`src/rtl/hazard_ctrl_if.sv`:
```
// Hazard interface between the ID/EX pipeline stages and the hazard control unit.
// The pipeline side is the master; hazard_ctrl consumes it through the slave modport.
interface hazard_ctrl_if;
  logic [4:0] id_rs1_addr;
  logic [4:0] id_rs2_addr;
  logic       ex_load;
  logic       ex_pcsrc;
  logic [4:0] ex_rd_addr;
  logic       stall;
  logic       flush;

  modport master (
    output id_rs1_addr, id_rs2_addr, ex_load, ex_pcsrc, ex_rd_addr,
    input  stall, flush
  );

  modport slave (
    input  id_rs1_addr, id_rs2_addr, ex_load, ex_pcsrc, ex_rd_addr,
    output stall, flush
  );
endinterface

```
`src/rtl/hazard_ctrl.sv`:
```
// Hazard control unit: load-use stall and branch flush sequencing for the 5-stage pipeline.
// Optional saturating performance counters are enabled by defining HAZARD_PERF_EN.
module hazard_ctrl #(
  parameter int unsigned LOAD_USE_STALL = 1,
  parameter int unsigned FLUSH_CYCLES   = 1,
  parameter int unsigned PERF_W         = 32
) (
  input  logic              clk,
  input  logic              rst_n,
  hazard_ctrl_if.slave      hz,
  output logic              busy,
  output logic [PERF_W-1:0] perf_stall_cnt,
  output logic [PERF_W-1:0] perf_flush_cnt
);

  typedef enum logic [1:0] {
    IDLE  = 2'd0,
    STALL = 2'd1,
    FLUSH = 2'd2
  } state_t;

  localparam logic [3:0] STALL_RELOAD = 4'(LOAD_USE_STALL - 1);
  localparam logic [3:0] FLUSH_RELOAD = 4'(FLUSH_CYCLES - 1);

  state_t     state_r;
  state_t     state_nxt_s;
  logic [3:0] cnt_r;
  logic [3:0] cnt_nxt_s;
  logic       lu_s;
  logic       stall_s;
  logic       flush_s;

  // x0 is hard-wired zero, so a load targeting it never creates a dependency
  assign lu_s = hz.ex_load && (hz.ex_rd_addr != 5'd0) &&
                ((hz.ex_rd_addr == hz.id_rs1_addr) || (hz.ex_rd_addr == hz.id_rs2_addr));

  // Next-state, counter and raw stall/flush decode
  always_comb begin
    state_nxt_s = state_r;
    cnt_nxt_s   = cnt_r;
    stall_s     = 1'b0;
    flush_s     = 1'b0;
    case (state_r)
      IDLE, STALL: begin
        // A redirect squashes ID, so it beats both a new hazard and a running stall
        if (hz.ex_pcsrc) begin
          flush_s = 1'b1;
          if (FLUSH_CYCLES > 1) begin
            state_nxt_s = FLUSH;
            cnt_nxt_s   = FLUSH_RELOAD;
          end else begin
            state_nxt_s = IDLE;
            cnt_nxt_s   = 4'd0;
          end
        end else if (state_r == STALL) begin
          stall_s = 1'b1;
          if (cnt_r == 4'd1) begin
            state_nxt_s = IDLE;
            cnt_nxt_s   = 4'd0;
          end else begin
            cnt_nxt_s = cnt_r - 4'd1;
          end
        end else if (lu_s) begin
          stall_s = 1'b1;
          if (LOAD_USE_STALL > 1) begin
            state_nxt_s = STALL;
            cnt_nxt_s   = STALL_RELOAD;
          end else begin
            state_nxt_s = IDLE;
          end
        end else begin
          state_nxt_s = IDLE;
        end
      end
      FLUSH: begin
        flush_s = 1'b1;
        if (hz.ex_pcsrc) begin
          cnt_nxt_s = FLUSH_RELOAD;
        end else if (cnt_r == 4'd1) begin
          state_nxt_s = IDLE;
          cnt_nxt_s   = 4'd0;
        end else begin
          cnt_nxt_s = cnt_r - 4'd1;
        end
      end
      default: begin
        state_nxt_s = IDLE;
        cnt_nxt_s   = 4'd0;
      end
    endcase
  end

  // State and counter registers with synchronous reset
  always_ff @(posedge clk) begin
    if (!rst_n) begin
      state_r <= IDLE;
      cnt_r   <= 4'd0;
    end else begin
      state_r <= state_nxt_s;
      cnt_r   <= cnt_nxt_s;
    end
  end

  assign hz.stall = rst_n && stall_s;
  assign hz.flush = rst_n && flush_s;
  assign busy     = (state_r != IDLE);

`ifdef HAZARD_PERF_EN
  logic [PERF_W-1:0] perf_stall_r;
  logic [PERF_W-1:0] perf_flush_r;

  // Saturating counts of stall and flush cycles
  always_ff @(posedge clk) begin
    if (!rst_n) begin
      perf_stall_r <= {PERF_W{1'b0}};
      perf_flush_r <= {PERF_W{1'b0}};
    end else begin
      if (hz.stall && (perf_stall_r != {PERF_W{1'b1}})) begin
        perf_stall_r <= perf_stall_r + PERF_W'(1);
      end
      if (hz.flush && (perf_flush_r != {PERF_W{1'b1}})) begin
        perf_flush_r <= perf_flush_r + PERF_W'(1);
      end
    end
  end

  assign perf_stall_cnt = perf_stall_r;
  assign perf_flush_cnt = perf_flush_r;
`else
  assign perf_stall_cnt = {PERF_W{1'b0}};
  assign perf_flush_cnt = {PERF_W{1'b0}};
`endif

endmodule

```
`src/flat_wrapper.sv`:
```
// flat-port wrapper written by rule: the top's interface ports become plain ports
module hazard_ctrl_flat 
#(
  parameter int unsigned LOAD_USE_STALL = 1,
  parameter int unsigned FLUSH_CYCLES   = 1,
  parameter int unsigned PERF_W         = 32
)
  (clk, rst_n, busy, perf_stall_cnt, perf_flush_cnt, hz_id_rs1_addr, hz_id_rs2_addr, hz_ex_load, hz_ex_pcsrc, hz_ex_rd_addr, hz_stall, hz_flush);
  hazard_ctrl_if hz_i ();
  input  logic clk;
  input  logic rst_n;
  output logic busy;
  output logic [PERF_W-1:0] perf_stall_cnt;
  output logic [PERF_W-1:0] perf_flush_cnt;
  input wire logic [$bits(hz_i.id_rs1_addr)-1:0] hz_id_rs1_addr;
  input wire logic [$bits(hz_i.id_rs2_addr)-1:0] hz_id_rs2_addr;
  input wire logic [$bits(hz_i.ex_load)-1:0] hz_ex_load;
  input wire logic [$bits(hz_i.ex_pcsrc)-1:0] hz_ex_pcsrc;
  input wire logic [$bits(hz_i.ex_rd_addr)-1:0] hz_ex_rd_addr;
  output wire logic [$bits(hz_i.stall)-1:0] hz_stall;
  output wire logic [$bits(hz_i.flush)-1:0] hz_flush;
  assign hz_i.id_rs1_addr = hz_id_rs1_addr;
  assign hz_i.id_rs2_addr = hz_id_rs2_addr;
  assign hz_i.ex_load = hz_ex_load;
  assign hz_i.ex_pcsrc = hz_ex_pcsrc;
  assign hz_i.ex_rd_addr = hz_ex_rd_addr;
  assign hz_stall = hz_i.stall;
  assign hz_flush = hz_i.flush;
  hazard_ctrl #(.LOAD_USE_STALL(LOAD_USE_STALL), .FLUSH_CYCLES(FLUSH_CYCLES), .PERF_W(PERF_W)) u_core (.clk(clk), .rst_n(rst_n), .hz(hz_i), .busy(busy), .perf_stall_cnt(perf_stall_cnt), .perf_flush_cnt(perf_flush_cnt));
endmodule
```
`config.mk`:
```
export PLATFORM = sky130hd
export DESIGN_NAME = hazard_ctrl_flat
export DESIGN_NICKNAME = d
export VERILOG_FILES = /design/src/rtl/hazard_ctrl_if.sv /design/src/rtl/hazard_ctrl.sv /design/src/flat_wrapper.sv
export SDC_FILE = /design/constraint.sdc
export NUM_CORES = 1
export LEC_CHECK = 0
export ABC_AREA = 0
export CAP_MARGIN = 20
export CORE_MARGIN = 5
export CORE_UTILIZATION = 31
export DETAILED_ROUTE_END_ITERATION = 10
export GPL_ROUTABILITY_DRIVEN = 0
export PLACE_DENSITY = 0.79
export SYNTH_ARGS = -nofsm -noshare
export SYNTH_HDL_FRONTEND = slang
export SYNTH_SLANG_ARGS = --single-unit
export TNS_END_PERCENT = 100
```
`constraint.sdc`:
```
create_clock -name clk -period 1.3 [get_ports clk]
set_input_delay 0.26 -clock clk [delete_from_list [all_inputs] [get_ports clk]]
set_output_delay 0.26 -clock clk [all_outputs]
set_load 0.05 [all_outputs]
```
==> results.sh <==
export IMPL_clockBufferDepth=2
export IMPL_cts_tree="done"
export IMPL_fin_nets=184
export IMPL_wl_mm=1.89
export IMPL_worstSetupEndpointType="output pin"
export IMPL_syn_inst=128
export IMPL_grt_pass1_vias=630
export IMPL_synth_seq_cells=6
export IMPL_drtIter0Drc=25
export IMPL_h_tree_depth=1
export IMPL_ys_top_cells_by_area="buf_4 50%, dfxtp_1 12%, xor2_1 11%"
export IMPL_synth_area_um2=967
export IMPL_status="finished with violations"
export IMPL_drive_above_1_share_pct=23.0
export IMPL_portBuffers=21
export IMPL_synth_top_area_cell="buf_4"
export IMPL_max_freq_mhz=636
export IMPL_antenna_found_initial=0
export IMPL_fin_tns_setup_ns=-0.542
export IMPL_min_period_ns=1.57
export IMPL_arrival_ns=1.31
export IMPL_cts_made_buffers=3
export IMPL_multiInputGateArea_um2=672
export IMPL_clock_sinks=6
export IMPL_fp_dieW_um=65.9
export IMPL_hp_start="u_core.cnt_r[3]"
export IMPL_track_usage_pct=7.34
export IMPL_coreArea_mm2=0.00303
export IMPL_path_class="in -> out"
export IMPL_report_final_slew_viol_count=0
export IMPL_cp_max_fo=2
export IMPL_overflow=0
export IMPL_start_util_pct=31.9
export IMPL_total_power_mw=0.911
export IMPL_yosysUniqueCellTypes=23
export IMPL_final_antenna_net_count=0
export IMPL_setup_violations_final=3
export IMPL_p_leak_nw=0.617
export IMPL_ir_drop_v=0.000287
export IMPL_synth_top_area_share_pct=49.7
export IMPL_clkLatencyLatePin_ns=0.25
export IMPL_first_pass_iters=3
export IMPL_hold_viol=0
export IMPL_vias=717
export IMPL_yosysSeqAreaShare_pct=12.4
export IMPL_fin_util_pct=39.7
export IMPL_cts_root_buf="clkbuf_4"
export IMPL_whs_ns=0.576
export IMPL_clkSlewWorstSetupHoldPaths_ns=0.04
export IMPL_drv_cap=0
export IMPL_worstSetupStartpointType="input port"
export IMPL_worst_slack_ns=-0.272
export IMPL_detailed_place_hpwl_mm=1.58
export IMPL_violations="setup timing"
export IMPL_ys_warn_count=0
export IMPL_fill_cells=329
export IMPL_fin_skew_ns=0.00481
export IMPL_num_antenna_cells=0
export IMPL_ios=86
export IMPL_drcViolationCount=0
export IMPL_die_h_um=65.9
export IMPL_rsz0062_at_grt="true"
export IMPL_viasPerCell=3.50
export IMPL_grt_max_degree=13
export IMPL_reg2reg_from="u_core.cnt_r[1]"
export IMPL_cp_required_ns=1.04
export IMPL_area_delta_synth_final_pct=24.3
export IMPL_fin_crit_sh_pct=121
export IMPL_avgSynthCellArea_um2=7.56
export IMPL_routedWlPerCell_um=9.24
export IMPL_die_area_mm2=0.00434
export IMPL_rows=20
export IMPL_regArea_um2=121
export IMPL_grt_pass1_wl_mm=2.50
export IMPL_startpoint="hz_ex_rd_addr[0]"
export IMPL_powerDensity_mw_per_mm2=758
export IMPL_hp_class="reg -> reg"
-- sequential cells by signal, indices dropped and copies added, names as in the netlist --
register	flops
u_core.cnt_r	4
u_core.state_r	2
-- layer usage --
layer / up-vias / part of all wire, % / track usage, %
met5: - / 0 / 0
met4: 0 / 2.5 / 5.44
met3: 4 / 15 / 1.53
met2: 54 / 52 / 13.0
met1: 313 / 30 / 7.48
li1: 346 / - / -
-- worst max-delay path, stage by stage --
cell,delay [ns]
buf_6,0.10
or4_4,0.54
o211ai_4,0.19
o21ai_4,0.07
buf_8,0.15
-- where the power goes --
| part | internal, mW | switching (mW) | leakage (nW) |
|---|---|---|---|
| sequential | 0.184 | 0.00000000000000320 | 0.0488 |
| clock | 0.105 | 0.0688 | 0.0138 |
| combinational | 0.0842 | 0.469 | 0.554 |
| total | 0.373 | 0.538 | 0.617 |
-- repair_timing --
action,in CTS,in global routing
endpoints found under the setup margin,3,4
cloned,0,0
hold buffers,0,0
pin swaps,12,8
setup buffers,1,1
hold endpoints to repair,0,0
gates resized for setup,40,12
-- final timing paths --
check / end / slack (ns) / cells past startpoint
setup / recovery: hz_stall / -0.27 / 5
setup reg to reg: u_core.cnt_r[2] / 0.12 / 6
hold / removal: u_core.cnt_r[3] / 0.58 / 2
hold reg to reg: u_core.cnt_r[3] / 0.58 / 2
-- layout make-up --
type	count	area share (%)
Multi-Input combinational cell	116	55.9
Timing Repair Buffer	33	26.6
Sequential cell	6	10.1
Tap cell	44	4.58
Clock buffer	3	1.87
Inverter	3	0.937
-- cells by family (layout without fill, tap and decap cells) --
family | count (synthesis) | after routing | share of synthesized area, %
AO/OA/AOI/OAI | 13 | 13 | 9.18
XOR/XNOR | 13 | 13 | 11.8
adder cells (fa/ha/maj) | 2 | 2 | 2.59
buffers and inverters | 69 | 39 | 51.7
flip-flops | 6 | 6 | 12.4
other | 1 | 64 | 0.388
AND/OR/NAND/NOR | 24 | 24 | 11.9
-- synthesized netlist by cell type --
| cell type | instances |
|---|---|
| buf_4 | 64 |
| nor2_1 | 12 |
| xor2_1 | 12 |
| dfxtp_1 | 6 |
| nor3_1 | 5 |
| a21oi_1 | 3 |
| inv_1 | 3 |
| nand2b_1 | 3 |
| a211oi_1 | 2 |
| a22oi_1 | 2 |
| ha_1 | 2 |
| nand2_1 | 2 |
| o21ai_0 | 2 |
| a21boi_0 | 1 |
| a32oi_1 | 1 |
| buf_2 | 1 |
| clkbuf_1 | 1 |
| conb_1 | 1 |
| nor3b_1 | 1 |
| o211ai_2 | 1 |
| o21ai_1 | 1 |
| or4_4 | 1 |
| xnor2_1 | 1 |
-- placed cells by master (no fill, tap or decap), drive strengths merged --
cell and instances:
conb 64, clkdlybuf4s50 1, nor3b 1, a21boi 1
buf 19, xnor2 1, ha 2, inv 3
a22oi 2, dlygate4sd2 10, a211oi 2, dfxtp 6
a32oi 1, nor3 5, clkdlybuf4s15 2, nor2 12
nand2b 3, a21oi 3, o21ai 3, nand2 2
xor2 12, o211ai 1, clkbuf 4, or4 1
-- stage by stage --
step	area, um^2	setup WS, ns	cells
floorplan	1230	-0.0636	191
global placement	1090	-0.651	200
detailed placement	1090	-0.674	200
CTS	1150	-0.315	204
global route	1200	-0.310	205
finish	1200	-0.272	205
No activity file was read; power rests on OpenSTA's default activity.
